**config.mk**
```make
export PLATFORM = sky130hd
export DESIGN_NAME = turbo_encoder_core_flat
export DESIGN_NICKNAME = d
export VERILOG_FILES = /design/src/rtl/turbo_encoder_core_pkg.sv /design/src/rtl/turbo_encoder_core_if.sv /design/src/rtl/turbo_encoder_core_rsc.sv /design/src/rtl/turbo_encoder_core.sv /design/src/flat_wrapper.sv
export SDC_FILE = /design/constraint.sdc
export NUM_CORES = 1
export LEC_CHECK = 0
export CORE_UTILIZATION = 60
export CTS_CLUSTER_DIAMETER = 120
export DETAILED_ROUTE_END_ITERATION = 10
export PLACE_DENSITY = 0.89
export SLEW_MARGIN = 40
export SYNTH_ARGS = -nofsm -noshare
export SYNTH_HDL_FRONTEND = slang
export SYNTH_SLANG_ARGS = --single-unit
```
**constraint.sdc**
```tcl
create_clock -name clk -period 4 [get_ports clk]
set_input_delay 0.4 -clock clk [delete_from_list [all_inputs] [get_ports clk]]
set_output_delay 0.4 -clock clk [all_outputs]
set_load 0.03 [all_outputs]
```
**src/rtl/turbo_encoder_core_pkg.sv**
```systemverilog
// turbo_enc_pkg: shared FSM encoding, tail length and default block-length limits for turbo_encoder_core.
package turbo_enc_pkg;
  localparam int TAIL_LEN = 3;
  localparam int DEF_K_MIN = 40;
  localparam int DEF_K_MAX = 6144;
  localparam logic [1:0] ST_IDLE = 2'd0;
  localparam logic [1:0] ST_DATA = 2'd1;
  localparam logic [1:0] ST_TAIL1 = 2'd2;
  localparam logic [1:0] ST_TAIL2 = 2'd3;
  typedef enum logic [1:0] {
    IDLE = ST_IDLE,
    DATA = ST_DATA,
    TAIL1 = ST_TAIL1,
    TAIL2 = ST_TAIL2
  } enc_state_e;
endpackage

```
**src/rtl/turbo_encoder_core_if.sv**
```systemverilog
// turbo_encoder_core_if: input pair stream (in_valid/in_ready/ck1/ck2) and output beat stream
// (out_valid/out_ready/xk1/zk1/xk2/zk2/out_tail/out_last); slave = core side, master = feeder/sink side.
interface turbo_encoder_core_if;
  logic in_valid, in_ready, ck1, ck2;
  logic out_valid, out_ready, xk1, zk1, xk2, zk2, out_tail, out_last;
  modport master (
    output in_valid, ck1, ck2, out_ready,
    input  in_ready, out_valid, xk1, zk1, xk2, zk2, out_tail, out_last
  );
  modport slave (
    input  in_valid, ck1, ck2, out_ready,
    output in_ready, out_valid, xk1, zk1, xk2, zk2, out_tail, out_last
  );
endinterface

```
**src/rtl/turbo_encoder_core_rsc.sv**
```systemverilog
// rsc_encoder: 8-state RSC constituent encoder; clk, reset (sync active-low), clr, en, tail (step select),
// c (data bit) in; x, z out (s_out state when TURBO_ENC_STATS_EN is defined).
module rsc_encoder (
  input  logic clk,
  input  logic reset,
  input  logic clr,
  input  logic en,
  input  logic tail,
  input  logic c,
  output logic x,
  output logic z
`ifdef TURBO_ENC_STATS_EN
  ,
  output logic [2:0] s_out
`endif
);
  logic [2:0] s;
  logic a;
  always_comb begin
    a = tail ? 1'b0 : c ^ s[1] ^ s[0];
    z = a ^ s[2] ^ s[0];
    x = tail ? s[1] ^ s[0] : c;
  end
  always_ff @(posedge clk)
    if (!reset || clr) s <= '0;
    else if (en) s <= {a, s[2:1]};
`ifdef TURBO_ENC_STATS_EN
  assign s_out = s;
`endif
endmodule

```
**src/rtl/turbo_encoder_core.sv**
```systemverilog
// turbo_encoder_core: LTE rate-1/3 turbo encoder with programmable block length and trellis termination.
// Ports: clk, reset (sync active-low), start/k_size (block request), cfg_err (illegal k_size pulse),
// busy, io (turbo_encoder_core_if.slave: input pairs and output beats).
// Optional TURBO_ENC_STATS_EN adds blk_cnt and rsc_nonzero_err.
module turbo_encoder_core
  import turbo_enc_pkg::*;
#(
  parameter int KW = 13,
  parameter int K_MIN = DEF_K_MIN,
  parameter int K_MAX = DEF_K_MAX
) (
  input  logic          clk,
  input  logic          reset,
  input  logic          start,
  input  logic [KW-1:0] k_size,
  output logic          cfg_err,
  output logic          busy,
  turbo_encoder_core_if.slave io
`ifdef TURBO_ENC_STATS_EN
  ,
  output logic [15:0]   blk_cnt,
  output logic          rsc_nonzero_err
`endif
);
  enc_state_e st;
  logic [KW-1:0] k_reg, cnt;
  logic [1:0] tcnt;
  logic x1, z1, x2, z2, slot_free, acc, t1_go, t2_go, ld, done, k_ok, go;
  assign slot_free = !io.out_valid || io.out_ready;
  assign io.in_ready = (st == DATA) && slot_free;
  assign acc = io.in_valid && io.in_ready;
  assign t1_go = (st == TAIL1) && slot_free;
  // tcnt reaching TAIL_LEN in TAIL2 means all tail beats are loaded and we only wait for the drain
  assign t2_go = (st == TAIL2) && slot_free && (tcnt != 2'(TAIL_LEN));
  assign ld = acc || t1_go || t2_go;
  assign done = (st == TAIL2) && io.out_valid && io.out_ready && io.out_last;
  assign k_ok = (k_size >= KW'(K_MIN)) && (k_size <= KW'(K_MAX));
  assign go = (st == IDLE) && start && k_ok;
  assign busy = st != IDLE;
`ifdef TURBO_ENC_STATS_EN
  logic [2:0] s1, s2;
`endif
  rsc_encoder u_rsc1 (
    .clk(clk), .reset(reset), .clr(go), .en(acc || t1_go), .tail(st == TAIL1),
    .c(io.ck1), .x(x1), .z(z1)
`ifdef TURBO_ENC_STATS_EN
    , .s_out(s1)
`endif
  );
  rsc_encoder u_rsc2 (
    .clk(clk), .reset(reset), .clr(go), .en(acc || t2_go), .tail(st == TAIL2),
    .c(io.ck2), .x(x2), .z(z2)
`ifdef TURBO_ENC_STATS_EN
    , .s_out(s2)
`endif
  );
  always_ff @(posedge clk)
    if (!reset) begin
      st <= IDLE;
      k_reg <= '0;
      cnt <= '0;
      tcnt <= '0;
      cfg_err <= 1'b0;
    end else begin
      cfg_err <= (st == IDLE) && start && !k_ok;
      case (st)
        IDLE: if (go) begin
          st <= DATA;
          k_reg <= k_size;
          cnt <= '0;
        end
        DATA: if (acc) begin
          cnt <= cnt + 1'b1;
          if (cnt == k_reg - 1'b1) begin
            st <= TAIL1;
            tcnt <= '0;
          end
        end
        TAIL1: if (t1_go) begin
          tcnt <= (tcnt == 2'(TAIL_LEN - 1)) ? 2'd0 : tcnt + 2'd1;
          if (tcnt == 2'(TAIL_LEN - 1)) st <= TAIL2;
        end
        default: begin
          if (t2_go) tcnt <= tcnt + 2'd1;
          if (done) st <= IDLE;
        end
      endcase
    end
  always_ff @(posedge clk)
    if (!reset) begin
      io.out_valid <= 1'b0;
      {io.xk1, io.zk1, io.xk2, io.zk2, io.out_tail, io.out_last} <= '0;
    end else if (slot_free) begin
      io.out_valid <= ld;
      if (ld) begin
        io.xk1 <= (st == TAIL2) ? 1'b0 : x1;
        io.zk1 <= (st == TAIL2) ? 1'b0 : z1;
        io.xk2 <= (st == TAIL2) ? x2 : 1'b0;
        io.zk2 <= (st == TAIL1) ? 1'b0 : z2;
        io.out_tail <= st != DATA;
        io.out_last <= t2_go && (tcnt == 2'(TAIL_LEN - 1));
      end
    end
`ifdef TURBO_ENC_STATS_EN
  always_ff @(posedge clk)
    if (!reset) begin
      blk_cnt <= '0;
      rsc_nonzero_err <= 1'b0;
    end else if (done) begin
      blk_cnt <= blk_cnt + 16'd1;
      if (s1 != 3'd0 || s2 != 3'd0) rsc_nonzero_err <= 1'b1;
    end
`endif
endmodule

```
**src/flat_wrapper.sv**
```systemverilog
// flat-port wrapper written by rule: the top's interface ports become plain ports
module turbo_encoder_core_flat import turbo_enc_pkg::*;
#(
  parameter int KW = 13,
  parameter int K_MIN = DEF_K_MIN,
  parameter int K_MAX = DEF_K_MAX
)
  (clk, reset, start, k_size, cfg_err, busy, io_in_valid, io_ck1, io_ck2, io_out_ready, io_in_ready, io_out_valid, io_xk1, io_zk1, io_xk2, io_zk2, io_out_tail, io_out_last);
  turbo_encoder_core_if io_i ();
  input  logic clk;
  input  logic reset;
  input  logic start;
  input  logic [KW-1:0] k_size;
  output logic cfg_err;
  output logic busy;
  input wire logic [$bits(io_i.in_valid)-1:0] io_in_valid;
  input wire logic [$bits(io_i.ck1)-1:0] io_ck1;
  input wire logic [$bits(io_i.ck2)-1:0] io_ck2;
  input wire logic [$bits(io_i.out_ready)-1:0] io_out_ready;
  output wire logic [$bits(io_i.in_ready)-1:0] io_in_ready;
  output wire logic [$bits(io_i.out_valid)-1:0] io_out_valid;
  output wire logic [$bits(io_i.xk1)-1:0] io_xk1;
  output wire logic [$bits(io_i.zk1)-1:0] io_zk1;
  output wire logic [$bits(io_i.xk2)-1:0] io_xk2;
  output wire logic [$bits(io_i.zk2)-1:0] io_zk2;
  output wire logic [$bits(io_i.out_tail)-1:0] io_out_tail;
  output wire logic [$bits(io_i.out_last)-1:0] io_out_last;
  assign io_i.in_valid = io_in_valid;
  assign io_i.ck1 = io_ck1;
  assign io_i.ck2 = io_ck2;
  assign io_i.out_ready = io_out_ready;
  assign io_in_ready = io_i.in_ready;
  assign io_out_valid = io_i.out_valid;
  assign io_xk1 = io_i.xk1;
  assign io_zk1 = io_i.zk1;
  assign io_xk2 = io_i.xk2;
  assign io_zk2 = io_i.zk2;
  assign io_out_tail = io_i.out_tail;
  assign io_out_last = io_i.out_last;
  turbo_encoder_core #(.KW(KW), .K_MIN(K_MIN), .K_MAX(K_MAX)) u_core (.clk(clk), .reset(reset), .start(start), .k_size(k_size), .cfg_err(cfg_err), .busy(busy), .io(io_i));
endmodule
```
==> impl_results.md, run 1 <==
* Relative max-transition margin at 47.2%
* Avg Cell Area, Syn at 8.41 µm²
* Post-Synthesis Cells at 309
* Ys Warns at 0
* CTS Buf Count at 5
* VDD IR-drop max at 0.352 mV
* Die Footprint at 4600 µm²
* Run status: completed
* Hold buffer count at cts at 0
* Vias in the first global route at 2200
* TritonCTS clock tree: done
* GPL Wtd Cong at 0.904
* PwrDens at 527 nW/µm²
* Crit path max fanout at 7
* Post-route DRC at 0
* Final Skew at 0.00697 ns
* Diode count at 0
* Core Region at 4090 µm²
* Clock sinks at 44
* Synthesized net count at 340
* Root buf cell: clkbuf_8
* Initial Utilization at 63.6%
* Largest net degree at the start of global routing at 26
* Crit path time final at 2.93 ns
* H-tree Lvls at 2
* Post-CTS sizing at 0
* Antenna violations before repair at 0
* Post-synth EDFFs at 0
* Global-route wire length before repair at 10000 µm
* DR WL/cell at 15.4 µm
* NumNets Final at 365
* CP Capture Type: flop
* Die width at 67.8 µm
* RSZ-0062 raised after global routing: false
* Post-synth top flop: dfxtp_1
* Leakage Power at 0.00114 µW
* Via count at 2294
* Post-synth cell types at 50
* CP required at 4.21 ns
* PnR Total Power at 1590 µW
* Via/cell ratio at 5.96
* DP HPWL at 4440 µm
* Drt total wl at 5950 µm
* Worst path arrival time at 3.14 ns
* Fmax achieved at 341 MHz
* GRT overflow at 0
* TNS Setup at 0 ns
* Clk_lat worst skew at 0.30 ns
* Sequential element share of the synthesized area at 33.9%
* Final hold violations at 0
* Fin crit share at 73.3%
* Clock Pin Slew Worst Setup and Hold Paths at 0.09 ns
* Die Height at 67.8 µm
* Share of cells above drive strength 1 at 5.37%
* Site Rows at 23
* Post-synthesis register bit count at 44
* Port Buf Inserts at 29
* Iteration-0 DRC count of the detailed router at 198
* Boundary Pins at 30
* FILL cells at 307
* Slew @ Worst Pin at 0.792 ns
* Syn Std Cell Area at 2600 µm²
* Longest Clk Path Bufs at 2
* Critical path startpoint category: flop
* P&R area growth vs syn at 16.3%
* Crit Path Class: reg -> reg
* Final ANT Viol Nets at 0
* Slew Viols, Final at 0
* Detailed Routing Iterations Pass 1 at 4
* Tot GR Track Use at 29.3%
* Hold crit path type: reg -> reg
* Synth async-reset ratio at 0%
* MaxCap Viol Count at 0
* Setup repair bufs after CTS at 0
* Final setup fails at 0
-- synth_stat cells, types with 2 or more instances --
master / n / area (µm²)
a21oi_1: 17 / 85.1
or3_1: 4 / 25.0
nor2_1: 46 / 173
nand2_1: 22 / 82.6
and2_1: 3 / 18.8
nand3_1: 13 / 65.1
o211ai_1: 3 / 22.5
nor4_1: 6 / 37.5
dfxtp_1: 44 / 881
xor2_1: 9 / 78.8
mux2i_1: 17 / 170
nor3_1: 10 / 50.1
a22oi_1: 2 / 15.0
nand2b_1: 2 / 12.5
nand3b_1: 2 / 15.0
a31oi_1: 3 / 18.8
a21o_1: 3 / 22.5
clkbuf_1: 7 / 26.3
or4_1: 2 / 15.0
nand4_1: 6 / 37.5
xnor2_1: 24 / 210
clkbuf_2: 3 / 15.0
nor2b_1: 3 / 18.8
ha_1: 11 / 138
o21ai_0: 10 / 50.1
inv_1: 13 / 48.8
-- layer usage --
layer / wire length, µm / track usage (%)
met3: 323 / 5.07
met2: 2880 / 48.1
met4: 123 / 11.5
met1: 2620 / 37.9
met5: 0 / 0
-- kinds of logic (layout without fill, tap and decap cells) --
family	count (synthesis)	count (layout)	share of synthesized area, %
fa+ha+maj	11	11	5.30
mux	17	17	6.55
compound gates	50	50	13.8
buf+inv	25	51	4.09
flops	44	44	33.9
simple gates	129	129	25.2
xor+xnor	33	33	11.1
-- worst paths after layout --
check / from / endpoint / slack (ns) / cells past startpoint
min reg2reg: u_core.io.xk1 / u_core.io.xk1 / 0.47 / 2
min: u_core.io.xk1 / u_core.io.xk1 / 0.47 / 2
max: u_core.k_reg[0] / u_core.st[0] / 1.07 / 9
max reg2reg: u_core.k_reg[0] / u_core.st[0] / 1.07 / 9
-- layout make-up --
cell class | count | area, µm² | share of cell area, %
Clock buffer | 6 | 82.6 | 2.73
Clock inverter | 2 | 38.8 | 1.28
Inverter | 13 | 48.8 | 1.61
Multi-Input combinational cell | 240 | 1610 | 53.3
Sequential cell | 44 | 881 | 29.2
Tap cell | 50 | 62.6 | 2.07
Timing Repair Buffer | 30 | 298 | 9.86
-- metrics by stage --
stage	cells	utilization, %	cell area (µm²)	setup WS (ns)	hold WS (ns)
floorplan	309	-	2600	1.49	0.461
finish	385	73.9	3020	1.07	0.466
detailed placement	377	71.0	2900	0.839	0.456
CTS	385	73.9	3020	1.11	0.468
global route	385	73.9	3020	0.929	0.517
global placement	377	71.0	2900	0.900	0.440
-- report_power, final --
group          internal, µW  switching [µW]
registers               490            65.1
clock network           204             161
logic                   273             398
total                   967             625
-- worst max-delay path: stages, from the launching register on --
cell and delay, ns:
dfxtp_1 0.37, inv_1 0.10, ha_1 0.29, nor4bb_1 0.35, o211ai_1 0.12, nor4_1 0.29
o2111ai_1 0.17, o41a_1 0.52, or4_1 0.49, a21oi_1 0.15
-- cells in the final DEF, fill, tap and decap left out, drive strengths merged, types with 2 or more instances in the layout --
master,n
a2111oi,2
a21o,3
a21oi,17
a22oi,2
a31oi,3
and2,3
clkbuf,6
clkdlybuf4s50,29
clkinv,2
dfxtp,44
ha,11
inv,12
mux2i,17
nand2,22
nand2b,2
nand3,14
nand3b,2
nand4,6
nor2,46
nor2b,3
nor3,11
nor4,7
o211ai,4
o21ai,10
or3,4
or4,2
xnor2,24
xor2,9
Note: power is estimated with default switching activity, not from simulation.
==> run 2: changes to the inputs <==
--- a/config.mk
+++ b/config.mk
@@ -5,10 +5,10 @@
 export SDC_FILE = /design/constraint.sdc
 export NUM_CORES = 1
 export LEC_CHECK = 0
-export CORE_UTILIZATION = 60
+export CORE_UTILIZATION = 56
 export CTS_CLUSTER_DIAMETER = 120
 export DETAILED_ROUTE_END_ITERATION = 10
-export PLACE_DENSITY = 0.89
+export PLACE_DENSITY = 0.84
 export SLEW_MARGIN = 40
 export SYNTH_ARGS = -nofsm -noshare
 export SYNTH_HDL_FRONTEND = slang
==> constraint.sdc (replaced) <==
create_clock -name clk -period 3 [get_ports clk]
set_input_delay 0.3 -clock clk [delete_from_list [all_inputs] [get_ports clk]]
set_output_delay 0.3 -clock clk [all_outputs]
set_load 0.03 [all_outputs]
==> run 2 against run 1 <==
Wire length shrank 1.7%. Non-clock buffer count grew 4. Flip-flop and latch count is the same. Largest cell class unchanged. Combinational power grew 38%. Clock-buffer cell count shrank 1. Fmax grew 6.8%. Power grew 33%. Via count grew 0.92%. Setup slack lost 0.81 ns. First-iteration DRC count grew 8.6%.
==> impl_results.md, run 2 (synthesis results as in run 1) <==
* Hold buffer count at cts at 0 (unchanged)
* Crit-path max cell delay at 0.50 ns (-0.02 ns)
* Diode count at 0 (unchanged)
* Relative max-transition margin at 49.5% (+2.3 points)
* Final hold violations at 0 (unchanged)
* Slowest CP cell: o41a_1
* Longest Clk Path Bufs at 2 (unchanged)
* Antenna violations before repair at 0 (unchanged)
* Initial Utilization at 58.8% (-4.7 points)
* Switch share at 39.6% (+0.36 points)
* DR WL/cell at 15.0 µm (-3.2%)
* Port Buf Inserts at 29 (unchanged)
* Global-route wire length before repair at 9980 µm (-0.62%)
* CP required at 3.23 ns (-0.98 ns)
* CTS Buf Count at 5 (unchanged)
* Final setup margin at 0.257 ns (-0.812 ns)
* Min-delay src: u_core.io.xk1
* Slew Viols, Final at 0 (unchanged)
* Final setup fails at 0 (unchanged)
* Iteration-0 DRC count of the detailed router at 215 (+8.6%)
* Part of the power in registers at 34.8% (about the same)
* Die Height at 70.1 µm (+3.4%)
* RSZ-0062 raised after global routing: false
* Crit path max fanout at 7 (unchanged)
* Vias in the first global route at 2075 (-5.7%)
* Die Footprint at 4910 µm² (+6.9%)
* Leakage Power at 0.00115 µW (+1.4%)
* Commonest non-fill, non-tap cell in the layout: nor2_1
* Clock sinks at 44 (unchanged)
* Crit path buf inv count at 1 (unchanged)
* Crit. Startpoint: u_core.k_reg[1]
* Worst-path cell chain: inv_1, ha_1, nor4bb_2, o211ai_1, nor4_1, o2111ai_1, o41a_1, or4_1, a21oi_1
* Share of cells above drive strength 1 at 6.78% (+1.4 points)
* Core Region at 4410 µm² (+8.0%)
* Hold crit path type: reg -> reg
* Run status: completed
* CP Capture Type: flop
* Drt total wl at 5850 µm (-1.7%)
* Switching power at 840 µW (+34%)
* GPL Wtd Cong at 0.882 (-2.5%)
* Setup repair bufs after CTS at 0 (unchanged)
* Seq. cell area at 881 µm² (unchanged)
* TritonCTS clock tree: done
* MaxCap Viol Count at 0 (unchanged)
* Clk_lat worst skew at 0.30 ns (about the same)
* Worst path arrival time at 2.98 ns (-0.16 ns)
* Commonest non-fill, non-tap cells in the layout: 46 x nor2_1, 44 x dfxtp_1, 29 x clkdlybuf4s50_1
* PwrDens at 695 nW/µm² (+32%)
* Post-CTS sizing at 0 (unchanged)
* Site Rows at 24 (+4.3%)
* GRT overflow at 0 (unchanged)
* TNS Setup at 0 ns (unchanged)
* Clock network fraction of total power at 21.6% (-1.4 points)
* Int Pwr at 1280 µW (+32%)
* Fin crit share at 91.4% (+18 points)
* Final ANT Viol Nets at 0 (unchanged)
* Largest net degree at the start of global routing at 26 (unchanged)
* Via/cell ratio at 5.92 (-0.63%)
* Boundary Pins at 30 (unchanged)
* Detailed Routing Iterations Pass 1 at 4 (unchanged)
* Final Skew at 0.00634 ns (-0.000632 ns)
* VDD IR-drop max at 0.420 mV (+19%)
* Slew @ Worst Pin at 0.756 ns (-0.0360 ns)
* FILL cells at 348 (+13%)
* Worst path top cell family by delay: simple AND/OR/NAND/NOR gates
* P&R area growth vs syn at 17.4%
* Critical path startpoint category: flop
* Pre-CTS setup slack at 0.162 ns (-0.678 ns)
* Crit path time final at 2.74 ns (-0.188 ns)
* NumNets Final at 369 (+1.1%)
* Die width at 70.1 µm (+3.4%)
* Area taken by multi-input logic gates at 1620 µm² (+0.39%)
* Via count at 2315 (+0.92%)
* Post-route DRC at 0 (unchanged)
* Crit Path Class: reg -> reg
* DP HPWL at 4430 µm (-0.32%)
* Fmax achieved at 365 MHz (+6.8%)
* H-tree Lvls at 2 (unchanged)
* Tot GR Track Use at 25.8% (-3.5 points)
* Combinational power share at 43.6% (+1.4 points)
* Root buf cell: clkbuf_8
* Clock Pin Slew Worst Setup and Hold Paths at 0.09 ns (about the same)
* Worst reg2reg path startpoint: u_core.k_reg[1]
* Reg2Reg Setup Slack at 0.26 ns (-0.81 ns)
-- run 2: routing by layer --
layer / track usage [%] / routed length, µm
met2: 38.6 / 2650
met3: 4.04 / 266
met4: 11.6 / 157
met1: 36.5 / 2770
met5: 0 / 0
-- run 2: final timing paths --
check / end / cells after the start
worst max register to register: u_core.st[0] / 9
worst min register to register: u_core.io.xk1 / 2
worst max-delay path: u_core.st[0] / 9
worst min-delay path: u_core.io.xk1 / 2
-- run 2: area by class of cell --
class                      instances  share of cell area (%)
multi-input combinational        240                    53.0
clock buffer                       5                    2.26
clock inverter                     3                    1.39
sequential                        44                    28.9
tap                               52                    2.13
timing repair buffer              34                    10.7
inverter                          13                    1.60
-- run 2: worst reg2reg max path, cell delays in order, from the launching register on --
cell and delay (ns):
dfxtp_1 0.35, inv_1 0.08, ha_1 0.26, nor4bb_2 0.32
o211ai_1 0.11, nor4_1 0.26, o2111ai_1 0.14, o41a_1 0.50
or4_1 0.50, a21oi_1 0.15
-- run 2: through the flow --
| step | instance area, µm² | hold WS (ns) | power [µW] | std cells | utilization, % |
|---|---|---|---|---|---|
| after global placement | 2930 | 0.441 | 1640 | 383 | 66.4 |
| after CTS | 3040 | 0.457 | 2120 | 391 | 69.0 |
| after floorplan | 2600 | 0.444 | 1410 | 309 | - |
| after detailed placement | 2930 | 0.447 | 1660 | 383 | 66.4 |
| final | 3050 | 0.453 | 2120 | 391 | 69.1 |
| after global routing | 3050 | 0.504 | 2250 | 391 | 69.1 |
-- run 2: power by group through the flow --
stage / logic (µW) / registers [µW] / clock network, µW
3_3_place_gp: 892 / 744 / 0
3_5_place_dp: 910 / 748 / 0
5_1_grt: 1010 / 749 / 485
6_report: 924 / 737 / 459
2_1_floorplan: 633 / 774 / 0
4_1_cts: 918 / 735 / 466
